**config.mk**
```make
export PLATFORM = sky130hd
export DESIGN_NAME = spi_slave_core
export DESIGN_NICKNAME = d
export VERILOG_FILES = /design/src/rtl/spi_pkg.sv /design/src/rtl/spi_sync_edge.sv /design/src/rtl/spi_slave_core.sv
export SDC_FILE = /design/constraint.sdc
export NUM_CORES = 1
export LEC_CHECK = 0
export CORE_UTILIZATION = 56
export CTS_BUF_LIST = sky130_fd_sc_hd__clkbuf_4 sky130_fd_sc_hd__clkbuf_8 sky130_fd_sc_hd__clkbuf_16
export CTS_CLUSTER_SIZE = 14
export DETAILED_ROUTE_END_ITERATION = 8
export PLACE_DENSITY_LB_ADDON = 0.15
export SLEW_MARGIN = 20
export SYNTH_ARGS = -nofsm -noshare
export SYNTH_HDL_FRONTEND = slang
export SYNTH_SLANG_ARGS = --single-unit
```
**constraint.sdc**
```tcl
create_clock -name clk -period 2.5 [get_ports clk]
set_input_delay 0.75 -clock clk [delete_from_list [all_inputs] [get_ports clk]]
set_output_delay 0.75 -clock clk [all_outputs]
set_load 0.01 [all_outputs]
```
**src/rtl/spi_pkg.sv**
```systemverilog
// Shared types and defaults for the SPI slave engine and its pin synchronizers.
package spi_pkg;

    typedef enum logic {
        IDLE   = 1'b0,
        ACTIVE = 1'b1
    } spi_slv_state_t;

    typedef struct packed {
        logic cpol;
        logic cpha;
    } spi_mode_t;

    localparam int SPI_SYNC_STAGES_DEFAULT = 2;

endpackage

```
**src/rtl/spi_sync_edge.sv**
```systemverilog
// Multi-flop synchronizer for an asynchronous pin, plus one previous-value flop that
// yields single-cycle rise/fall strobes on the synchronized level.
module spi_sync_edge
    import spi_pkg::*;
#(
    parameter int   STAGES  = SPI_SYNC_STAGES_DEFAULT,
    parameter logic RST_VAL = 1'b0
) (
    input  logic clk,
    input  logic rst_n,
    input  logic i_d,
    output logic o_level,
    output logic o_rise,
    output logic o_fall
);

    logic [STAGES-1:0] r_sync;
    logic              r_prev;

    // NOTE: sequential state uses non-blocking assignments only, so every flop samples
    // the pre-edge value of its neighbour and the chain shifts by exactly one stage.
    always_ff @(posedge clk or negedge rst_n) begin
        if (!rst_n) begin
            r_sync <= {STAGES{RST_VAL}};
            r_prev <= RST_VAL;
        end else begin
            r_sync <= {r_sync[STAGES-2:0], i_d};
            r_prev <= r_sync[STAGES-1];
        end
    end

    assign o_level = r_sync[STAGES-1];
    assign o_rise  = o_level & ~r_prev;
    assign o_fall  = ~o_level & r_prev;

endmodule

```
**src/rtl/spi_slave_core.sv**
```systemverilog
// SPI slave engine: synchronizes the remote master's pins into clk, deserializes MOSI
// into words and serializes MISO from a one-entry TX holding buffer.
module spi_slave_core
    import spi_pkg::*;
#(
    parameter int DATA_WIDTH  = 8,
    parameter int SYNC_STAGES = SPI_SYNC_STAGES_DEFAULT
) (
    input  logic                  clk,
    input  logic                  rst_n,
    input  logic                  cpol,
    input  logic                  cpha,
    input  logic                  sclk_in,
    input  logic                  cs_n_in,
    input  logic                  mosi_in,
    output logic                  miso_out,
    output logic                  miso_oe,
    input  logic [DATA_WIDTH-1:0] tx_data,
    input  logic                  tx_valid,
    output logic                  tx_ready,
    output logic [DATA_WIDTH-1:0] rx_data,
    output logic                  rx_valid,
    output logic                  frame_active,
    output logic                  underrun,
    output logic                  frame_abort
);

    localparam int               CNT_W    = $clog2(DATA_WIDTH);
    localparam logic [CNT_W-1:0] LAST_BIT = CNT_W'(DATA_WIDTH - 1);

    spi_slv_state_t         r_state, w_state_next;
    spi_mode_t              r_mode;
    logic [CNT_W-1:0]       r_bit_cnt;
    logic [DATA_WIDTH-2:0]  r_rx_shift;
    logic [DATA_WIDTH-1:0]  r_rx_data, r_tx_shift, r_buf;
    logic                   r_buf_full, r_skip_shift;
    logic                   r_rx_valid, r_underrun, r_frame_abort;
    logic [SYNC_STAGES-1:0] r_mosi_sync;

    logic w_sclk_s, w_sclk_rise, w_sclk_fall, w_sclk_edge;
    logic w_cs_n_s, w_cs_rise, w_cs_fall, w_mosi_s;
    logic w_lead, w_trail, w_edges_en, w_sample, w_shift;
    logic w_word_done, w_load, w_accept, w_frame_start, w_frame_end;
    logic [DATA_WIDTH-1:0] w_rx_word;

    spi_sync_edge #(.STAGES(SYNC_STAGES), .RST_VAL(1'b0)) u_sclk_sync (
        .clk     (clk),
        .rst_n   (rst_n),
        .i_d     (sclk_in),
        .o_level (w_sclk_s),
        .o_rise  (w_sclk_rise),
        .o_fall  (w_sclk_fall)
    );

    spi_sync_edge #(.STAGES(SYNC_STAGES), .RST_VAL(1'b1)) u_cs_sync (
        .clk     (clk),
        .rst_n   (rst_n),
        .i_d     (cs_n_in),
        .o_level (w_cs_n_s),
        .o_rise  (w_cs_rise),
        .o_fall  (w_cs_fall)
    );

    // Same depth as the SCLK chain so each sample edge sees the MOSI bit that was
    // on the pin when the master produced that edge.
    always_ff @(posedge clk or negedge rst_n) begin
        if (!rst_n) r_mosi_sync <= '0;
        else        r_mosi_sync <= {r_mosi_sync[SYNC_STAGES-2:0], mosi_in};
    end
    assign w_mosi_s = r_mosi_sync[SYNC_STAGES-1];

    // A leading edge leaves the latched idle level, a trailing edge returns to it.
    assign w_sclk_edge = w_sclk_rise | w_sclk_fall;
    assign w_lead      = w_sclk_edge & (w_sclk_s ^ r_mode.cpol);
    assign w_trail     = w_sclk_edge & ~(w_sclk_s ^ r_mode.cpol);
    assign w_edges_en  = (r_state == ACTIVE) & ~w_cs_rise;
    assign w_sample    = w_edges_en & (r_mode.cpha ? w_trail : w_lead);
    assign w_shift     = w_edges_en & (r_mode.cpha ? w_lead : w_trail);
    assign w_word_done = w_sample & (r_bit_cnt == LAST_BIT);
    assign w_load      = w_frame_start | w_word_done;
    assign w_accept    = tx_valid & ~r_buf_full;
    assign w_rx_word   = {r_rx_shift, w_mosi_s};

    always_ff @(posedge clk or negedge rst_n) begin
        if (!rst_n) r_state <= IDLE;
        else        r_state <= w_state_next;
    end

    // NOTE: every output of this block gets a default before the case, so no path
    // leaves a signal unassigned and no latch is inferred.
    always_comb begin
        w_state_next  = r_state;
        w_frame_start = 1'b0;
        w_frame_end   = 1'b0;
        case (r_state)
            IDLE: begin
                if (w_cs_fall) begin
                    w_state_next  = ACTIVE;
                    w_frame_start = 1'b1;
                end
            end
            ACTIVE: begin
                if (w_cs_rise) begin
                    w_state_next = IDLE;
                    w_frame_end  = 1'b1;
                end
            end
            default: w_state_next = IDLE;
        endcase
    end

    // NOTE: the holding buffer and shift registers are plain flops, not a memory
    // array, so they are reset with everything else and never expose stale data.
    always_ff @(posedge clk or negedge rst_n) begin
        if (!rst_n) begin
            r_mode        <= '0;
            r_bit_cnt     <= '0;
            r_rx_shift    <= '0;
            r_rx_data     <= '0;
            r_tx_shift    <= '0;
            r_buf         <= '0;
            r_buf_full    <= 1'b0;
            r_skip_shift  <= 1'b0;
            r_rx_valid    <= 1'b0;
            r_underrun    <= 1'b0;
            r_frame_abort <= 1'b0;
        end else begin
            r_rx_valid    <= 1'b0;
            r_underrun    <= 1'b0;
            r_frame_abort <= 1'b0;

            if (w_frame_start) begin
                r_mode.cpol  <= cpol;
                r_mode.cpha  <= cpha;
                r_bit_cnt    <= '0;
                r_skip_shift <= cpha;
            end

            if (w_frame_end) r_frame_abort <= (r_bit_cnt != '0);

            if (w_sample) begin
                r_rx_shift <= w_rx_word[DATA_WIDTH-2:0];
                if (w_word_done) begin
                    r_rx_data    <= w_rx_word;
                    r_rx_valid   <= 1'b1;
                    r_bit_cnt    <= '0;
                    r_skip_shift <= 1'b1;
                end else begin
                    r_bit_cnt <= r_bit_cnt + CNT_W'(1);
                end
            end

            // The first shift edge after a fresh load would discard the MSB before the
            // master has sampled it.
            if (w_shift) begin
                if (r_skip_shift) r_skip_shift <= 1'b0;
                else              r_tx_shift   <= {r_tx_shift[DATA_WIDTH-2:0], 1'b0};
            end

            if (w_load) begin
                r_tx_shift <= r_buf_full ? r_buf : '0;
                r_underrun <= ~r_buf_full;
            end

            // The load above sees the pre-accept buffer; a same-cycle accept refills it.
            if (w_accept) begin
                r_buf      <= tx_data;
                r_buf_full <= 1'b1;
            end else if (w_load) begin
                r_buf_full <= 1'b0;
            end
        end
    end

    assign miso_out     = r_tx_shift[DATA_WIDTH-1];
    assign miso_oe      = ~w_cs_n_s;
    assign tx_ready     = ~r_buf_full;
    assign rx_data      = r_rx_data;
    assign rx_valid     = r_rx_valid;
    assign frame_active = (r_state == ACTIVE);
    assign underrun     = r_underrun;
    assign frame_abort  = r_frame_abort;

endmodule

```
## Yosys cells after proc, flatten, opt, wreduce, memory -nomap -nowiden

Cells that the tools add are included.

| storage, ports and cells | value |
|---|---|
| flip-flop bits (word level) | 50 |
| bits of input ports | 16 |
| logic and storage cells | 75 |

| operators by class | value |
|---|---|
| $add $sub $neg | 1 |
| eq/ne operators | 2 |
| muxes and demuxes | 26 |
| bitwise logic cells | 22 |
| reductions and logical operators | 6 |

Operators by type and width:

| kind | number |
|---|---|
| two-way mux 8 bit | 4 |
| two-way mux 1 bit | 18 |
| bitwise AND 1 bit | 11 |
| two-way mux 3 bit | 3 |
| inverter 1 bit | 8 |
| nonzero test 2 bit | 3 |
| AND reduction 2 bit | 2 |
| adder 3 x 1 -> 3 bit (second input constant) | 1 |
| == test 3 bit (second input constant) | 1 |
| nonzero test 3 bit | 1 |
| != test 2 x 1 -> 1 bit (second input constant) | 1 |
| OR 1 bit | 2 |
| one-hot mux 1 bit (2 select lines) | 1 |
| bitwise XOR 1 bit | 1 |

## Longest topological paths before layout

Gate-level depths: netlist of run 1.

| depth | value |
|---|---|
| depth in word-level cells | 11 |
| mapped depth | 6 |
| depth with buffers taken out | 5 |

## Modules after synthesis

A second synthesis of run 1 with hierarchy kept.

| second synthesis, totals | value |
|---|---|
| cell total of the unflattened synthesis | 149 |
| area, all modules | 2060.7 µm² |

Modules (own cells, without submodules):

| module | instances | cells each | area an instance (µm²) | sequential area each (µm²) |
|---|---|---|---|---|
| spi_slave_core | 1 | 139 | 1876.8 | 1101.1 |
| spi_sync_edge (u_cs_sync) | 1 | 5 | 93.8 | 78.8 |
| spi_sync_edge (u_sclk_sync) | 1 | 5 | 90.1 | 75.1 |

## Least setup slack after synthesis of run 1

Ideal clock, no wire load.

| timing | value |
|---|---|
| kind | register to register |
| from | register u_cs_sync.r_sync[1] |
| to | register r_tx_shift[0] |
| library setup time | 79 ps |
| arrival time | 1654 ps |
| data required time | 2421 ps |
| slack | 766 ps |
| stages on the path, launching flop included | 7 |
| buffers on the path | 1 |
| cell sequence | dfstp_2 inv_1 o21ai_1 nor2_2 a21oi_1 buf_2 mux2i_1 |

| between the ends | value |
|---|---|
| elaborated cells between the ends (all ways) | 15 |
| classes of those cells | eq/ne: 1; mux: 3; bitwise: 9; reduce/logical: 2 |

RTL lines:

| what | RTL line | source |
|---|---|---|
| start: declaration | spi_sync_edge.sv:17 | `logic [STAGES-1:0] r_sync;` |
| start signal: assignment | spi_sync_edge.sv:24 | `r_sync <= {STAGES{RST_VAL}};` |
| start signal: assignment | spi_sync_edge.sv:27 | `r_sync <= {r_sync[STAGES-2:0], i_d};` |
| inverter 1 bit (*) | n/a |  |
| named net miso_oe | spi_slave_core.sv:17 | `output logic miso_oe,` |
| bitwise AND 1 bit (*) | spi_sync_edge.sv:34 | `assign o_fall = ~o_level & r_prev;` |
| two-way mux 1 bit (*) | spi_slave_core.sv:97 | `if (w_cs_fall) begin` |
| two-way mux 1 bit (*) | spi_slave_core.sv:95 | `case (r_state)` |
| OR 1 bit (*) | spi_slave_core.sv:80 | `assign w_load = w_frame_start \| w_word_done;` |
| != test 2 x 1 -> 1 bit (no source line) / nonzero test 2 bit (equally long branches) | n/a |  |
| AND reduction 2 bit (no source line) | n/a |  |
| end signal: assignment | spi_slave_core.sv:157 | `else r_tx_shift <= {r_tx_shift[DATA_WIDTH-2:0], 1'b0};` |
| end signal: assignment | spi_slave_core.sv:161 | `r_tx_shift <= r_buf_full ? r_buf : '0;` |
| end: declaration | spi_slave_core.sv:35 | `logic [DATA_WIDTH-1:0] r_rx_data, r_tx_shift, r_buf;` |

Mark *: on every way through the listed nets, which the timed path passes. The rest lies on a longest branch.
A chain may end at the register's enable or synchronous reset.

## Worst setup path in the final report of run 1

| timing | value |
|---|---|
| from | register r_buf_full |
| to | output port tx_ready |

| between the ends | value |
|---|---|
| word-level cells in the longest chain between the ends | 1 |

Ends and longest elaborated chain:

| what | RTL line | source |
|---|---|---|
| start: declaration | spi_slave_core.sv:36 | `logic r_buf_full, r_skip_shift;` |
| start signal: assignment | spi_slave_core.sv:122 | `r_buf_full <= 1'b0;` |
| start signal: assignment | spi_slave_core.sv:168 | `r_buf_full <= 1'b1;` |
| start signal: assignment | spi_slave_core.sv:170 | `r_buf_full <= 1'b0;` |
| inverter 1 bit | spi_slave_core.sv:177 | `assign tx_ready = ~r_buf_full;` |
| end: declaration | spi_slave_core.sv:20 | `output logic tx_ready,` |

No other way between the ends.

==> metrics.log, run 1 <==
[metrics] run status: completed
[metrics] Vias per Instance: just over 5
[metrics] area fraction in and, or, nand and nor cells after synthesis: about 8%
[metrics] final design area excluding fillers: about 2400 um^2
[metrics] Netlist cell types: 26
[metrics] flip-flop and latch count after synthesis: 50
[metrics] stage delay of the slowest cell on the critical path: between 0.5 and 0.6 ns
[metrics] minimum clock period after layout: about 2.3 ns
[metrics] antenna violations before repair: 0
[metrics] Routed met1 length: about 1400 um
[metrics] last weighted congestion value of the routability-driven placer: slightly above 0.7
[metrics] largest delay contributor family on the critical path: buffers and inverters
[metrics] maximum clock path buffer count: 2
[metrics] Max Fanout on Critical Path: 12
[metrics] routed wire length per instance: 14.1 um
[metrics] overall via count from detail_route: around 1.2k
[metrics] CTS H-Tree Depth: 2
[metrics] data arrival time of the worst path: 1.51 ns
[metrics] DR WL met3: around 150 um
[metrics] most frequent cells in the layout: 47 x sky130_fd_sc_hd__dfrtp_1, 29 x sky130_fd_sc_hd__clkdlybuf4s50_1, 23 x sky130_fd_sc_hd__mux2_2
[metrics] fraction of post-synthesis cell area in the top cell type by area: around three fifths
[metrics] number of fill cells in the layout: approximately 250
[metrics] critical path required time: around 1.8 ns
[metrics] Std-Cell Rows: 21
[metrics] met2 wire length: 1650 um
[metrics] area of the placeable core: roughly 3400 um^2
[metrics] pin count of the biggest net entering global routing: 21
[metrics] number of gates resized after cts: 0
[metrics] clock latency on the worst-skew pair: 0.36 ns
[metrics] effective utilization at floorplan: approximately three fifths
[metrics] min setup slack post-route: around 0.24 ns
[metrics] cell area after placement: roughly 2300 um^2
[metrics] Post-Synthesis Cells: between 100 and 150
[metrics] Hold/Removal Path Class: in -> async
[metrics] hold violation total from the final report: 0
[metrics] global-route wire length before repair: slightly above 5000 um
[metrics] total clock sinks: 50
[metrics] Adder-Cell Fraction of Synth Area: about 1.9%
[metrics] Compound-Gate Fraction of Synth Area: approximately 2.8%
[metrics] PD cells: 862 nW/um^2
[metrics] share of post-route cells with drive strength above 1: roughly 23%
[metrics] number of antenna diodes: 0
[metrics] clock-pin slew on the worst setup and hold paths: ~0.13 ns
[metrics] Slowest cell on crit path: sky130_fd_sc_hd__clkdlybuf4s50_1
[metrics] MaxCap Viol Count: 0
[metrics] all-layer global routing usage: 19.9%
[metrics] cell count of the worst reg-to-reg path: 5
[metrics] synthesis warning total: 0
[metrics] crit start category: flop
[metrics] die area: approximately 3800 um^2
[metrics] worst setup slack for register-to-register paths: roughly 0.42 ns
[metrics] sequential fraction of the synthesis area: between 60% and 70%
[metrics] Crit. End Element: primary output
[metrics] remaining max-slew budget at the tightest pin: between 50% and 60%
[metrics] Setup TNS Final: 0 ns
[metrics] cell at the root of the clock tree: sky130_fd_sc_hd__clkbuf_4
[metrics] number of failing setup endpoints in the final timing report: 0
[metrics] # Post-CTS Setup Buffers: 0
[metrics] Peak Freq: around 440 MHz
[metrics] largest cells by area after synthesis: sky130_fd_sc_hd__dfrtp_1 59%, sky130_fd_sc_hd__mux2_2 13%, sky130_fd_sc_hd__mux2i_1 8.6%, sky130_fd_sc_hd__dfstp_2 4.0%, sky130_fd_sc_hd__nand2_1 3.6%
[metrics] WP depth: 2
[metrics] Iteration-0 DRC Markers: 65
[metrics] pre-CTS WS: 0.438 ns
[metrics] Num CTS Buffers: 5
[metrics] critical-path cell list: inv_1 -> clkdlybuf4s50_1
[metrics] slew at the pin closest to its max-slew limit: 0.645 ns
[metrics] Die Ht: roughly 62 um
[metrics] horizontal extent of the die: a little over 60 um
[metrics] Layout area overhead: 21.6%
[metrics] Cell Area, Synth: ~2000 um^2
[metrics] post-synth top area cell: sky130_fd_sc_hd__dfrtp_1
[metrics] critical path class: reg -> out
[metrics] Worst Hold Slack: roughly 0.3 ns
[metrics] average cell area after synthesis: between 10 and 15 um^2
[metrics] number of nets in the synthesized netlist: 164
[metrics] most common cell after layout, fill and taps aside: sky130_fd_sc_hd__dfrtp_1
[metrics] main combinational cell family by area after synthesis: multiplexers
[metrics] worst path bufs/invs: 2
[metrics] I/O pin total: 31
[metrics] share of the clock period used by the worst path after layout: between 90% and 100%
[metrics] Leak Pwr: between 1 and 1.5 nW
[metrics] setup repair after global routing missed its margin: no
[metrics] fraction of synthesized cell area in xor and xnor cells: 0.441%
[metrics] wire length after detailed routing: about 3200 um
[metrics] DP HPWL: 2350 um
[metrics] fin. max-slew vios: 0
[metrics] share of synthesized area spent on multiplexers: 21.6%
[metrics] drc violations: 0
[metrics] total number of nets in the final design: ~200
[metrics] post-route clock skew: 0.0132 ns
[metrics] via count of the first global-routing pass: 1143
[metrics] highest metal layer with signal wires: met4
[metrics] grt total ovfl: 0
[metrics] DR pass1 iterations: 4
[metrics] count of hold buffers inserted by post-cts repair: 0
[metrics] Routed Antenna Nets: 0
[metrics] highest ir drop seen on vdd: between 0.5 and 0.6 mV
[metrics] CTS tree: done
[metrics] count of port buffers added during placement: 30
[worst register-to-register path, stage by stage (launching register included)]
cell,delay (ns)
sky130_fd_sc_hd__dfrtp_1,0.41
sky130_fd_sc_hd__xor2_1,0.27
sky130_fd_sc_hd__mux2i_1,0.14
sky130_fd_sc_hd__nor2_2,0.52
sky130_fd_sc_hd__nand2_2,0.31
sky130_fd_sc_hd__mux2_2,0.34
[where the power goes]
group / internal (mW) / leakage [nW] / switching, mW
sequential: 1.03 / 0.630 / 0.156
clock: 0.148 / 0.0387 / 0.233
combinational: 0.293 / 0.488 / 0.219
total: 1.47 / 1.16 / 0.608
[state kept, by name (all words and copies together), names as in the netlist]
register            cells
r_buf                   8
r_tx_shift              8
rx_data                 8
r_rx_shift              7
r_bit_cnt               3
r_mode                  2
r_mosi_sync             2
u_cs_sync.r_sync        2
u_sclk_sync.r_sync      2
frame_abort             1
frame_active            1
r_buf_full              1
r_skip_shift            1
rx_valid                1
u_cs_sync.r_prev        1
u_sclk_sync.r_prev      1
underrun                1
[Yosys cell counts, drive strengths merged]
| library cell | n |
|---|---|
| a2111oi | 1 |
| a21o | 1 |
| a21oi | 1 |
| a32oi | 1 |
| and3 | 1 |
| buf | 2 |
| clkbuf | 2 |
| dfrtp | 47 |
| dfstp | 3 |
| ha | 3 |
| inv | 7 |
| mux2 | 23 |
| mux2i | 17 |
| nand2 | 20 |
| nand2b | 1 |
| nand3 | 1 |
| nand3b | 1 |
| nor2 | 4 |
| nor2b | 3 |
| nor3 | 1 |
| o21ai | 2 |
| o31ai | 2 |
| xor2 | 1 |
[layout make-up]
class                      count  area, um^2  share of cell area [%]
clock inverter                 1        5.00                   0.207
clock buffer                   7        58.8                    2.44
timing repair buffer          34         325                    13.5
tap                           46        57.6                    2.38
inverter                       7        26.3                    1.09
multi-input combinational     84         686                    28.4
sequential                    50        1250                    52.0
[routing by layer]
layer,GRT usage (%),vias up
li1,-,566
met1,24.4,577
met2,32.1,26
met3,7.56,5
met4,7.62,0
met5,0,-
[per-stage QoR]
stage / utilization (%) / power, mW / cells
2_1_floorplan: - / 1.53 / 145
3_3_place_gp: 69.9 / 1.69 / 221
3_5_place_dp: 69.9 / 1.72 / 221
4_1_cts: 71.8 / 2.10 / 229
5_1_grt: 71.8 / 2.21 / 229
6_report: 71.8 / 2.08 / 229
[kinds of logic (layout without fill, tap and decap cells)]
family / Yosys count / after routing
muxes: 40 / 40
DFF: 50 / 50
adders and majority gates: 3 / 3
buffers and inverters: 11 / 49
AOI/OAI and AO/OA: 8 / 8
xor gates and xnor gates: 1 / 1
and+or+nand+nor: 32 / 32
[final timing paths]
path                                        from                     to
setup / recovery                      r_buf_full               tx_ready
hold / removal                             rst_n          r_rx_shift[5]
setup reg to reg                       r_mode[1]             rx_data[1]
hold reg to reg            u_sclk_sync.r_sync[0]  u_sclk_sync.r_sync[1]
max in group asynchronous                  rst_n       u_cs_sync.r_prev
min in group clk           u_sclk_sync.r_sync[0]  u_sclk_sync.r_sync[1]
(Power assumes the default switching activity.)
==> run 2: changes to the inputs <==
--- a/config.mk
+++ b/config.mk
@@ -10,6 +10,7 @@
 export CTS_CLUSTER_SIZE = 14
 export DETAILED_ROUTE_END_ITERATION = 8
 export PLACE_DENSITY_LB_ADDON = 0.15
+export SETUP_SLACK_MARGIN = 0.5
 export SLEW_MARGIN = 20
 export SYNTH_ARGS = -nofsm -noshare
 export SYNTH_HDL_FRONTEND = slang
==> run 2 against run 1 <==
Net effect:
- utilization up 0.19 points
- combinational power is 5.7% higher
- critical path type unchanged
- critical path depth unchanged
- critical endpoint is now miso_oe
- largest cell class unchanged
==> metrics.log, run 2 (synthesized netlist as in run 1, its figures left out) <==
[metrics] run status: completed
[metrics] Crit. End Element: primary output
[metrics] Num CTS Buffers: 5
[metrics] antenna violations before repair: 0
[metrics] remaining max-slew budget at the tightest pin: between 60 and 70%
[metrics] worst reg2reg path endpoint: rx_data[1]
[metrics] effective utilization at floorplan: 59.0%
[metrics] worst path bufs/invs: 2
[metrics] Clock power frac: approximately 18%
[metrics] largest delay contributor family on the critical path: flip-flops
[metrics] Max Fanout on Critical Path: 5
[metrics] setup repair after global routing missed its margin: no
[metrics] all-layer global routing usage: between 20 and 25%
[metrics] first element of the critical path: u_cs_sync.r_sync[1]
[metrics] fin. max-slew vios: 0
[metrics] number of failing setup endpoints in the final timing report: 0
[metrics] final design area excluding fillers: about 2400 um^2
[metrics] cell at the root of the clock tree: sky130_fd_sc_hd__clkbuf_4
[metrics] area of the placeable core: roughly 3400 um^2
[metrics] Hold/Removal Path Class: in -> async
[metrics] data arrival time of the worst path: about 1.1 ns
[metrics] Power Total: 2.09 mW
[metrics] share of the clock period used by the worst path after layout: 75.4%
[metrics] Layout area overhead: 21.9%
[metrics] via count of the first global-routing pass: approximately 1.1k
[metrics] WP depth: 2
[metrics] fraction of power consumed by combinational cells: 25.8%
[metrics] total number of nets in the final design: just over 200
[metrics] clock latency on the worst-skew pair: ~0.36 ns
[metrics] combined flip-flop and latch cell area: around 1300 um^2
[metrics] Std-Cell Rows: 21
[metrics] DP HPWL: ~2300 um
[metrics] PD cells: 865 nW/um^2
[metrics] slew at the pin closest to its max-slew limit: 0.478 ns
[metrics] grt total ovfl: 0
[metrics] critical path required time: approximately 1.8 ns
[metrics] I/O pin total: 31
[metrics] critical-path cell list: inv_1 -> clkbuf_2
[metrics] count of port buffers added during placement: 30
[metrics] highest ir drop seen on vdd: roughly 0.51 mV
[metrics] Worst setup endpoint: miso_oe
[metrics] horizontal extent of the die: roughly 62 um
[metrics] RR Startpoint: r_mode[1]
[metrics] wire length after detailed routing: about 3300 um
[metrics] die area: roughly 3800 um^2
[metrics] critical path class: reg -> out
[metrics] MaxCap Viol Count: 0
[metrics] CTS tree: done
[metrics] combined area of the multi-input logic cells: 694 um^2
[metrics] worst setup slack for register-to-register paths: slightly above 0.6 ns
[metrics] Setup TNS Final: 0 ns
[metrics] DR pass1 iterations: 4
[metrics] cell area after placement: 2350 um^2
[metrics] post-route clock skew: around 0.012 ns
[metrics] global-route wire length before repair: between 5000 and 6000 um
[metrics] minimum clock period after layout: around 1.9 ns
[metrics] overall via count from detail_route: 1180
[metrics] maximum clock path buffer count: 2
[metrics] fraction of power consumed by sequential logic: a little under three fifths
[metrics] power dissipated by switching net loads: 0.621 mW
[metrics] Slowest cell on crit path: sky130_fd_sc_hd__dfstp_2
[metrics] Die Ht: 61.5 um
[metrics] last weighted congestion value of the routability-driven placer: about 0.71
[metrics] CTS H-Tree Depth: 2
[metrics] cell count of the worst reg-to-reg path: 5
[metrics] Vias per Instance: a little over 5
[metrics] routed wire length per instance: between 10 and 15 um
[metrics] hold violation total from the final report: 0
[metrics] Leak Pwr: 1.24 nW
[metrics] clock-pin slew on the worst setup and hold paths: about 0.13 ns
[metrics] crit start category: flop
[metrics] most frequent cells in the layout: 46 x sky130_fd_sc_hd__dfrtp_1, 23 x sky130_fd_sc_hd__mux2_2, 19 x sky130_fd_sc_hd__nand2_1
[metrics] stage delay of the slowest cell on the critical path: ~0.55 ns
[metrics] Iteration-0 DRC Markers: 57
[metrics] most common cell after layout, fill and taps aside: sky130_fd_sc_hd__dfrtp_1
[metrics] number of fill cells in the layout: 256
[metrics] Routed Antenna Nets: 0
[metrics] share of post-route cells with drive strength above 1: around a quarter
[metrics] Sw Ratio: just under 30%
[metrics] pre-CTS WS: approximately 0.44 ns
[metrics] internal power consumption: ~1.5 mW
[metrics] pin count of the biggest net entering global routing: 21
[metrics] Peak Freq: 531 MHz
[metrics] number of antenna diodes: 0
[metrics] min setup slack post-route: roughly 0.62 ns
[metrics] drc violations: 0
[metrics] total clock sinks: 50
[run 2: cell count changes in the layout (fill, tap and decap cells not counted), sizes merged]
cell,change
clkdlybuf4s50,-15
dlygate4sd2,+13
buf,+2
clkbuf,+1
dlymetal6s2s,+1
[run 2: how the worst min path moves through the flow]
stage / start / endpoint / cells past startpoint
after floorplan: r_mosi_sync[0] / r_mosi_sync[1] / 0
after global placement: u_sclk_sync.r_sync[0] / u_sclk_sync.r_sync[1] / 0
after detailed placement: u_sclk_sync.r_sync[0] / u_sclk_sync.r_sync[1] / 0
after CTS: rst_n / r_rx_shift[2] / 1
after global routing: rst_n / rx_data[4] / 1
final: rst_n / r_rx_shift[5] / 1
[run 2: cell type report]
type,instances,share of cell area (%)
inverter,7,1.09
clock buffer,7,2.43
sequential,50,51.9
timing repair buffer,36,13.3
clock inverter,1,0.207
multi-input combinational,84,28.7
tap,46,2.38
[run 2: per-layer routing]
| metal | wire [um] | global-route usage, % | vias to the layer above |
|---|---|---|---|
| met5 | 0 | 0 | - |
| met4 | 58 | 7.62 | 0 |
| li1 | - | - | 569 |
| met3 | 145 | 7.56 | 5 |
| met1 | 1420 | 24.5 | 580 |
| met2 | 1660 | 32.6 | 26 |
[run 2: repair_timing]
item	CTS	global route
hold buffers	0	0
endpoints found under the setup margin	22	18
buffers inserted	2	0
resized for setup	17	3
[run 2: per-stage QoR]
stage	instances	hold slack, ns	utilization, %
after detailed placement	221	0.342	69.9
after global routing	231	0.322	71.9
after global placement	221	0.337	69.9
after CTS	231	0.309	71.9
final	231	0.303	71.9
after floorplan	145	0.331	-
[run 2: power by group through the flow]
stage	clock (mW)	combinational, mW	sequential [mW]
6_report	0.381	0.541	1.17
5_1_grt	0.419	0.601	1.20
4_1_cts	0.389	0.548	1.17
3_5_place_dp	0	0.516	1.20
3_3_place_gp	0	0.495	1.19
2_1_floorplan	0	0.380	1.15
